`src/rtl/alu_arbiter.sv`:
```
// alu_arbiter: round-robin arbiter that shares one combinational ALU among
// NREQ requesters.
//
// A granted request latches its operands into registers. Those registers
// drive the ALU for EXEC_CYCLES cycles. The result and flags are then
// captured and returned on a per-requester response handshake.
//
// Ports
//   clk, reset              system clock, synchronous active-high reset
//   req_valid / req_ready   per-requester request handshake (ready one-hot)
//   req_a, req_b            packed operands, requester i at [i*WIDTH +: WIDTH]
//   req_cntrl               packed op codes, requester i at [i*3 +: 3]
//   rsp_valid / rsp_ready   per-requester response handshake (valid one-hot)
//   rsp_result, rsp_flags   captured result and {neg, zero, ovf, carry}
//   rsp_err                 request carried an illegal op code
//   alu_a, alu_b, alu_cntrl registered ALU operands and op
//   alu_result, alu_*       combinational ALU result and flags
//
// state | meaning
// ------+-----------------------------------------------------------
// IDLE  | waiting for a request; req_ready is the round-robin grant
// EXEC  | operands held on the ALU while it settles
// RESP  | response held on the bus until the winner accepts it
module alu_arbiter #(
    parameter int NREQ        = 4,
    parameter int WIDTH       = 64,
    parameter int EXEC_CYCLES = 2
) (
    input  logic                  clk,
    input  logic                  reset,
    input  logic [NREQ-1:0]       req_valid,
    output logic [NREQ-1:0]       req_ready,
    input  logic [NREQ*WIDTH-1:0] req_a,
    input  logic [NREQ*WIDTH-1:0] req_b,
    input  logic [NREQ*3-1:0]     req_cntrl,
    output logic [NREQ-1:0]       rsp_valid,
    input  logic [NREQ-1:0]       rsp_ready,
    output logic [WIDTH-1:0]      rsp_result,
    output logic [3:0]            rsp_flags,
    output logic                  rsp_err,
    output logic [WIDTH-1:0]      alu_a,
    output logic [WIDTH-1:0]      alu_b,
    output logic [2:0]            alu_cntrl,
    input  logic [WIDTH-1:0]      alu_result,
    input  logic                  alu_negative,
    input  logic                  alu_zero,
    input  logic                  alu_overflow,
    input  logic                  alu_carry_out
);

    localparam int         PW       = (NREQ > 1) ? $clog2(NREQ) : 1;
    localparam logic [3:0] CNT_LOAD = 4'(EXEC_CYCLES - 1);
    localparam logic [2:0] OP_PASS  = 3'b000;
    localparam logic [2:0] OP_ADD   = 3'b010;
    localparam logic [2:0] OP_SUB   = 3'b011;

    typedef enum logic [1:0] {S_IDLE, S_EXEC, S_RESP} state_t;

    state_t            state_q, state_d;
    logic [PW-1:0]     ptr_q, ptr_d;
    logic [PW-1:0]     gnt_q, gnt_d;
    logic [3:0]        cnt_q, cnt_d;
    logic [WIDTH-1:0]  a_q, a_d, b_q, b_d;
    logic [2:0]        cntrl_q, cntrl_d;
    logic [NREQ-1:0]   rsp_valid_q, rsp_valid_d;
    logic [WIDTH-1:0]  rsp_result_q, rsp_result_d;
    logic [3:0]        rsp_flags_q, rsp_flags_d;
    logic              rsp_err_q, rsp_err_d;

    logic              gnt_found;
    logic [PW-1:0]     gnt_idx;
    logic [2:0]        req_op;
    logic              op_legal;
    logic              op_arith;
    int                idx;

    // Round-robin search starting at ptr_q.
    always_comb begin
        gnt_found = 1'b0;
        gnt_idx   = '0;
        idx       = 0;
        for (int k = 0; k < NREQ; k++) begin
            idx = int'(ptr_q) + k;
            if (idx >= NREQ) idx = idx - NREQ;
            if (!gnt_found && req_valid[idx[PW-1:0]]) begin
                gnt_found = 1'b1;
                gnt_idx   = idx[PW-1:0];
            end
        end
    end

    always_comb begin
        req_ready = '0;
        if (!reset && state_q == S_IDLE && gnt_found) req_ready[gnt_idx] = 1'b1;
    end

    assign req_op   = req_cntrl[int'(gnt_idx)*3 +: 3];
    assign op_legal = !(req_op == 3'b001 || req_op == 3'b111);
    assign op_arith = (cntrl_q == OP_ADD) || (cntrl_q == OP_SUB);

    always_comb begin
        state_d      = state_q;
        ptr_d        = ptr_q;
        gnt_d        = gnt_q;
        cnt_d        = cnt_q;
        a_d          = a_q;
        b_d          = b_q;
        cntrl_d      = cntrl_q;
        rsp_valid_d  = rsp_valid_q;
        rsp_result_d = rsp_result_q;
        rsp_flags_d  = rsp_flags_q;
        rsp_err_d    = rsp_err_q;
        case (state_q)
            S_IDLE: begin
                if (gnt_found) begin
                    gnt_d = gnt_idx;
                    a_d   = req_a[int'(gnt_idx)*WIDTH +: WIDTH];
                    b_d   = req_b[int'(gnt_idx)*WIDTH +: WIDTH];
                    if (op_legal) begin
                        cntrl_d = req_op;
                        cnt_d   = CNT_LOAD;
                        state_d = S_EXEC;
                    end else begin
                        // Illegal ops never reach the ALU; answer immediately.
                        cntrl_d              = OP_PASS;
                        rsp_result_d         = '0;
                        rsp_flags_d          = '0;
                        rsp_err_d            = 1'b1;
                        rsp_valid_d          = '0;
                        rsp_valid_d[gnt_idx] = 1'b1;
                        state_d              = S_RESP;
                    end
                end
            end
            S_EXEC: begin
                if (cnt_q == 4'd0) begin
                    rsp_result_d       = alu_result;
                    rsp_flags_d        = {alu_negative, alu_zero,
                                          op_arith & alu_overflow,
                                          op_arith & alu_carry_out};
                    rsp_err_d          = 1'b0;
                    rsp_valid_d        = '0;
                    rsp_valid_d[gnt_q] = 1'b1;
                    state_d            = S_RESP;
                end else begin
                    cnt_d = cnt_q - 4'd1;
                end
            end
            S_RESP: begin
                if (rsp_ready[gnt_q]) begin
                    rsp_valid_d = '0;
                    ptr_d       = (gnt_q == PW'(NREQ - 1)) ? '0 : gnt_q + 1'b1;
                    state_d     = S_IDLE;
                end
            end
            default: state_d = S_IDLE;
        endcase
    end

    always_ff @(posedge clk) begin
        if (reset) begin
            state_q      <= S_IDLE;
            ptr_q        <= '0;
            gnt_q        <= '0;
            cnt_q        <= '0;
            a_q          <= '0;
            b_q          <= '0;
            cntrl_q      <= '0;
            rsp_valid_q  <= '0;
            rsp_result_q <= '0;
            rsp_flags_q  <= '0;
            rsp_err_q    <= 1'b0;
        end else begin
            state_q      <= state_d;
            ptr_q        <= ptr_d;
            gnt_q        <= gnt_d;
            cnt_q        <= cnt_d;
            a_q          <= a_d;
            b_q          <= b_d;
            cntrl_q      <= cntrl_d;
            rsp_valid_q  <= rsp_valid_d;
            rsp_result_q <= rsp_result_d;
            rsp_flags_q  <= rsp_flags_d;
            rsp_err_q    <= rsp_err_d;
        end
    end

    assign alu_a      = a_q;
    assign alu_b      = b_q;
    assign alu_cntrl  = cntrl_q;
    assign rsp_valid  = rsp_valid_q;
    assign rsp_result = rsp_result_q;
    assign rsp_flags  = rsp_flags_q;
    assign rsp_err    = rsp_err_q;

endmodule

```
`config.mk`:
```
export PLATFORM = sky130hd
export DESIGN_NAME = alu_arbiter
export DESIGN_NICKNAME = d
export VERILOG_FILES = /design/src/rtl/alu_arbiter.sv
export SDC_FILE = /design/constraint.sdc
export NUM_CORES = 1
export LEC_CHECK = 0
export ABC_AREA = 1
export CORE_AREA = 8 8 313 315
export DETAILED_ROUTE_END_ITERATION = 8
export DIE_AREA = 0 0 321 323
export DONT_BUFFER_PORTS = 1
export PLACE_DENSITY = 0.3
export SLEW_MARGIN = 20
export SYNTH_ARGS = -nofsm -noshare
export SYNTH_HDL_FRONTEND = slang
export SYNTH_SLANG_ARGS = --single-unit
```
`constraint.sdc`:
```
create_clock -name clk -period 2.11 [get_ports clk]
set_input_delay 0.211 -clock clk [delete_from_list [all_inputs] [get_ports clk]]
set_output_delay 0.211 -clock clk [all_outputs]
set_load 0.005 [all_outputs]
```
==> results by group <==
Run status
  • Status: finished, violations left
  • Failing checks: negative setup slack

Run
  • Max-cap viol count: 0

Power
  • Reg power frac: between 10% and 20%
  • Clock share of power: approximately a tenth
  • Cell Pwr Density: 1860 mW/mm2
  • Worst vdd ir: between 0.0008 and 0.0009 V
  • Logic pwr share: 75.8%
  • P_leak: 0.0132 uW
  • Sw Ratio: between 40 and 50%
  • Power, Total: 52,900 uW
  • P_sw: 26,400 uW
  • Pint: between 20,000 and 30,000 uW

Final layout
  • FF/Latch Area: 0.00429 mm2
  • Final core utilization: around 31%
  • Syn-to-layout area delta: 124%
  • Footprint of the multi-input gates: around 0.011 mm2
  • Nets: 3,324
  • Share of layout cells above drive strength 1: a little under two fifths
  • Fillers: 9,503
  • Final Instance Area: 0.0284 mm2

STA
  • Setup TNS: -76,690 ps
  • Pins Over Slew Limit: 0
  • Slack of the critical path: -522 ps
  • Worst-margin pin slew: 641 ps
  • Final hold vios: 0
  • Endpoints failing setup: 214
  • Clock Skews: approximately 23 ps
  • Worst slew margin: 57.1%
  • Min cycle time layout: 2630 ps
  • RSZ-0062 raised after global routing: true
  • Max Freq: 0.380 GHz
  • Post-route clock period utilization: 125%

Synthesis
  • Synth area leader: dfxtp_1
  • Post-synth ARST share: 0%
  • Post-synth top area share: about 34%
  • Simple-gate share of the synthesized area: 41.0%
  • Synth area leaders: dfxtp_1 (34%), nand2_1 (26%), o221ai_1 (8.8%)
  • Number of warnings issued by yosys: 0
  • Syn avg cell area: approximately 6.4 um2
  • Mapped Cells: 1,981
  • Synth unique cells: 33
  • Mux share of post-synthesis cell area: 0%
  • Synth Area in Compound Gates: 12.6%
  • Syn_nets: 2,593
  • Top_reg_cell synth: dfxtp_1
  • Register area share after synthesis: 33.8%
  • FF+latch count, synth: 214
  • Xor and xnor area share after synthesis: 0%
  • Post-synth EDFFs: 0
  • Synthesized area: 0.0127 mm2
  • Largest family of logic cells by synthesized area: simple AND/OR/NAND/NOR gates
  • Post-Synth Adder-Cell Area: 0.986%

Clock network
  • CTS tree: yes
  • CTS sink cnt: 214
  • Number of CTS-inserted buffers: 30
  • Clock transition at the registers of the reported paths: 60 ps
  • CTS root buf: clkbuf_16
  • H-tree depth: 1
  • CTS Buffer Depth: 3
  • Worst-Skew Late Latency: 620 ps

Worst setup path
  • Startpoint type of the worst setup path: input pin
  • Crit Path Class: in -> reg
  • CP arrival: 3170 ps
  • Critical Path Fanout Max: 14
  • Crit. End Element: flop
  • WP data required: 2650 ps

Placement
  • HPWL after detailed placement: 59,600 um
  • GP Congestion: 0.853
  • Pre-CTS setup slack: -569 ps
  • Placed cell area: 0.0148 mm2
  • # port buffers: 0

Floorplanning
  • Core Region: ~0.093 mm2
  • Std cell rows: 112
  • Initial core utilization: 13.7%
  • Die H: 323 um
  • Die Wd: 321 um
  • Top Ports: 810
  • Total Die Area: a little over 0.1 mm2

Global route
  • Global route total overflow: 0
  • First-pass GRT wire length: 128,000 um
  • GR Util All Layers: between 10% and 20%
  • Vias in the first global route: 18,400
  • Pin count of the biggest net entering global routing: 66
  • Initial antenna violation count: 14

Route
  • Routed WL: a little over 100,000 um
  • Wirelength per Cell: 25.2 um
  • Remaining DRCs: 0
  • Initial DRC Count: 984
  • Via density: 4.40
  • DRT Pass-1 Iters: 5
  • Post-DRT Antenna Nets: 0
  • DR vias: approximately 18,000

Worst hold path
  • Hold Path Class: in -> reg
-- power by group through the flow --
stage               logic [uW]  clock network, uW  registers, uW
global placement         19300                  0           7420
detailed placement       19500                  0           7370
finish                   40100               5330           7460
global route             42800               5690           7620
CTS                      29900               5560           7350
floorplan                13200                  0           6440
-- final cells by class --
class | count | share of cell area [%]
Multi-Input combinational cell | 1433 | 38.0
Timing Repair Buffer | 837 | 34.6
Sequential cell | 214 | 15.1
Tap cell | 1254 | 5.52
Clock buffer | 43 | 2.99
Inverter | 192 | 2.84
Clock inverter | 11 | 0.568
Timing Repair inverter | 4 | 0.304
Antenna cell | 10 | 0.0881
-- critical path: stages --
cell	delay, ps
dlygate4sd3_1	680
inv_6	190
dlygate4sd3_1	750
buf_12	220
dlygate4sd3_1	880
o221ai_2	160
inv_1	70
-- per-layer routing --
metal | vias to the layer above | part of all wire, % | routed length, um | track usage, %
met5 | - | 0.056 | 56 | 0
met4 | 8 | 5.1 | 5150 | 6.53
met3 | 290 | 8.0 | 8050 | 4.95
met2 | 985 | 47 | 47800 | 28.4
met1 | 8394 | 39 | 39700 | 18.9
li1 | 7911 | - | - | -
-- cell usage after synthesis (2+ instances only) --
| cell type | n |
|---|---|
| nor3_1 | 2 |
| inv_1 | 190 |
| nand2_1 | 862 |
| nor2_1 | 97 |
| ha_1 | 10 |
| dfxtp_1 | 214 |
| nand2_4 | 3 |
| buf_1 | 8 |
| buf_2 | 71 |
| nand3b_1 | 4 |
| nand2_2 | 12 |
| nand3_2 | 54 |
| o221ai_1 | 128 |
| a31oi_1 | 2 |
| buf_6 | 13 |
| nand4_1 | 9 |
| clkbuf_1 | 51 |
| nand3_1 | 150 |
| nand3_4 | 3 |
| a22oi_1 | 2 |
| a21oi_1 | 75 |
| o21ai_0 | 9 |
| buf_8 | 2 |
-- path summary, 6_finish.rpt --
path / slack, ps / startpoint / depth (start not counted) / end
setup reg to reg: -480 / ptr_q[0]$_SDFFE_PP0P_ / 21 / rsp_result[32]$_SDFFE_PP0P_
hold / removal: 120 / req_cntrl[7] / 7 / alu_cntrl[1]$_SDFFE_PP0P_
setup / recovery: -520 / reset / 7 / alu_b[18]$_SDFFE_PP0P_
hold reg to reg: 510 / cnt_q[3]$_SDFFE_PP0P_ / 2 / cnt_q[3]$_SDFFE_PP0P_
-- cell usage in the layout, fill, tap and decap left out, types with 6 or more instances in the layout --
| master | synthesis | final |
|---|---|---|
| diode_2 | 0 | 10 |
| nand2_4 | 3 | 171 |
| buf_4 | 0 | 79 |
| nor2_1 | 97 | 77 |
| ha_1 | 10 | 9 |
| o21ai_0 | 9 | 7 |
| nor2_2 | 1 | 8 |
| buf_12 | 0 | 46 |
| nand3_2 | 54 | 154 |
| nand2_2 | 12 | 157 |
| o221ai_1 | 128 | 6 |
| nor2_4 | 0 | 13 |
| nand3_1 | 150 | 11 |
| nand2_8 | 0 | 9 |
| dlygate4sd3_1 | 0 | 586 |
| a21oi_1 | 75 | 36 |
| nand3_4 | 3 | 42 |
| dfxtp_1 | 214 | 212 |
| inv_1 | 190 | 180 |
| o221ai_2 | 0 | 122 |
| buf_6 | 13 | 52 |
| nand4_1 | 9 | 9 |
| buf_8 | 2 | 10 |
| a21oi_2 | 0 | 37 |
| clkbuf_16 | 0 | 53 |
| clkbuf_1 | 51 | 8 |
| buf_16 | 0 | 40 |
| nand2_1 | 862 | 542 |
-- cell families after synthesis --
kind of cell	after synthesis
simple gates	1201
buf+inv	337
fa+ha+maj	10
flops	214
compound gates	219
-- flip-flops by register name, summed over array words and instances (netlist names) --
signal      flops
rsp_result     64
rsp_valid       4
rsp_err         1
alu_cntrl       3
rsp_flags       4
alu_b          64
alu_a          64
gnt_q           2
ptr_q           2
state_q         2
cnt_q           4
-- metrics by stage --
stage / hold slack, ps / std cells
6_report: 125 / 3998
3_3_place_gp: 285 / 3209
2_1_floorplan: 280 / 1981
4_1_cts: -400 / 3940
3_5_place_dp: 284 / 3209
5_1_grt: 117 / 3990
-- repair_timing --
action,CTS,global route
hold buffers,581,5
gates resized for setup,307,760
gates cloned,42,34
setup buffers,57,26
hold endpoints to repair,213,17
pin swaps,94,195
endpoints found under the setup margin,216,217
Power figures use the tool's default switching activity.
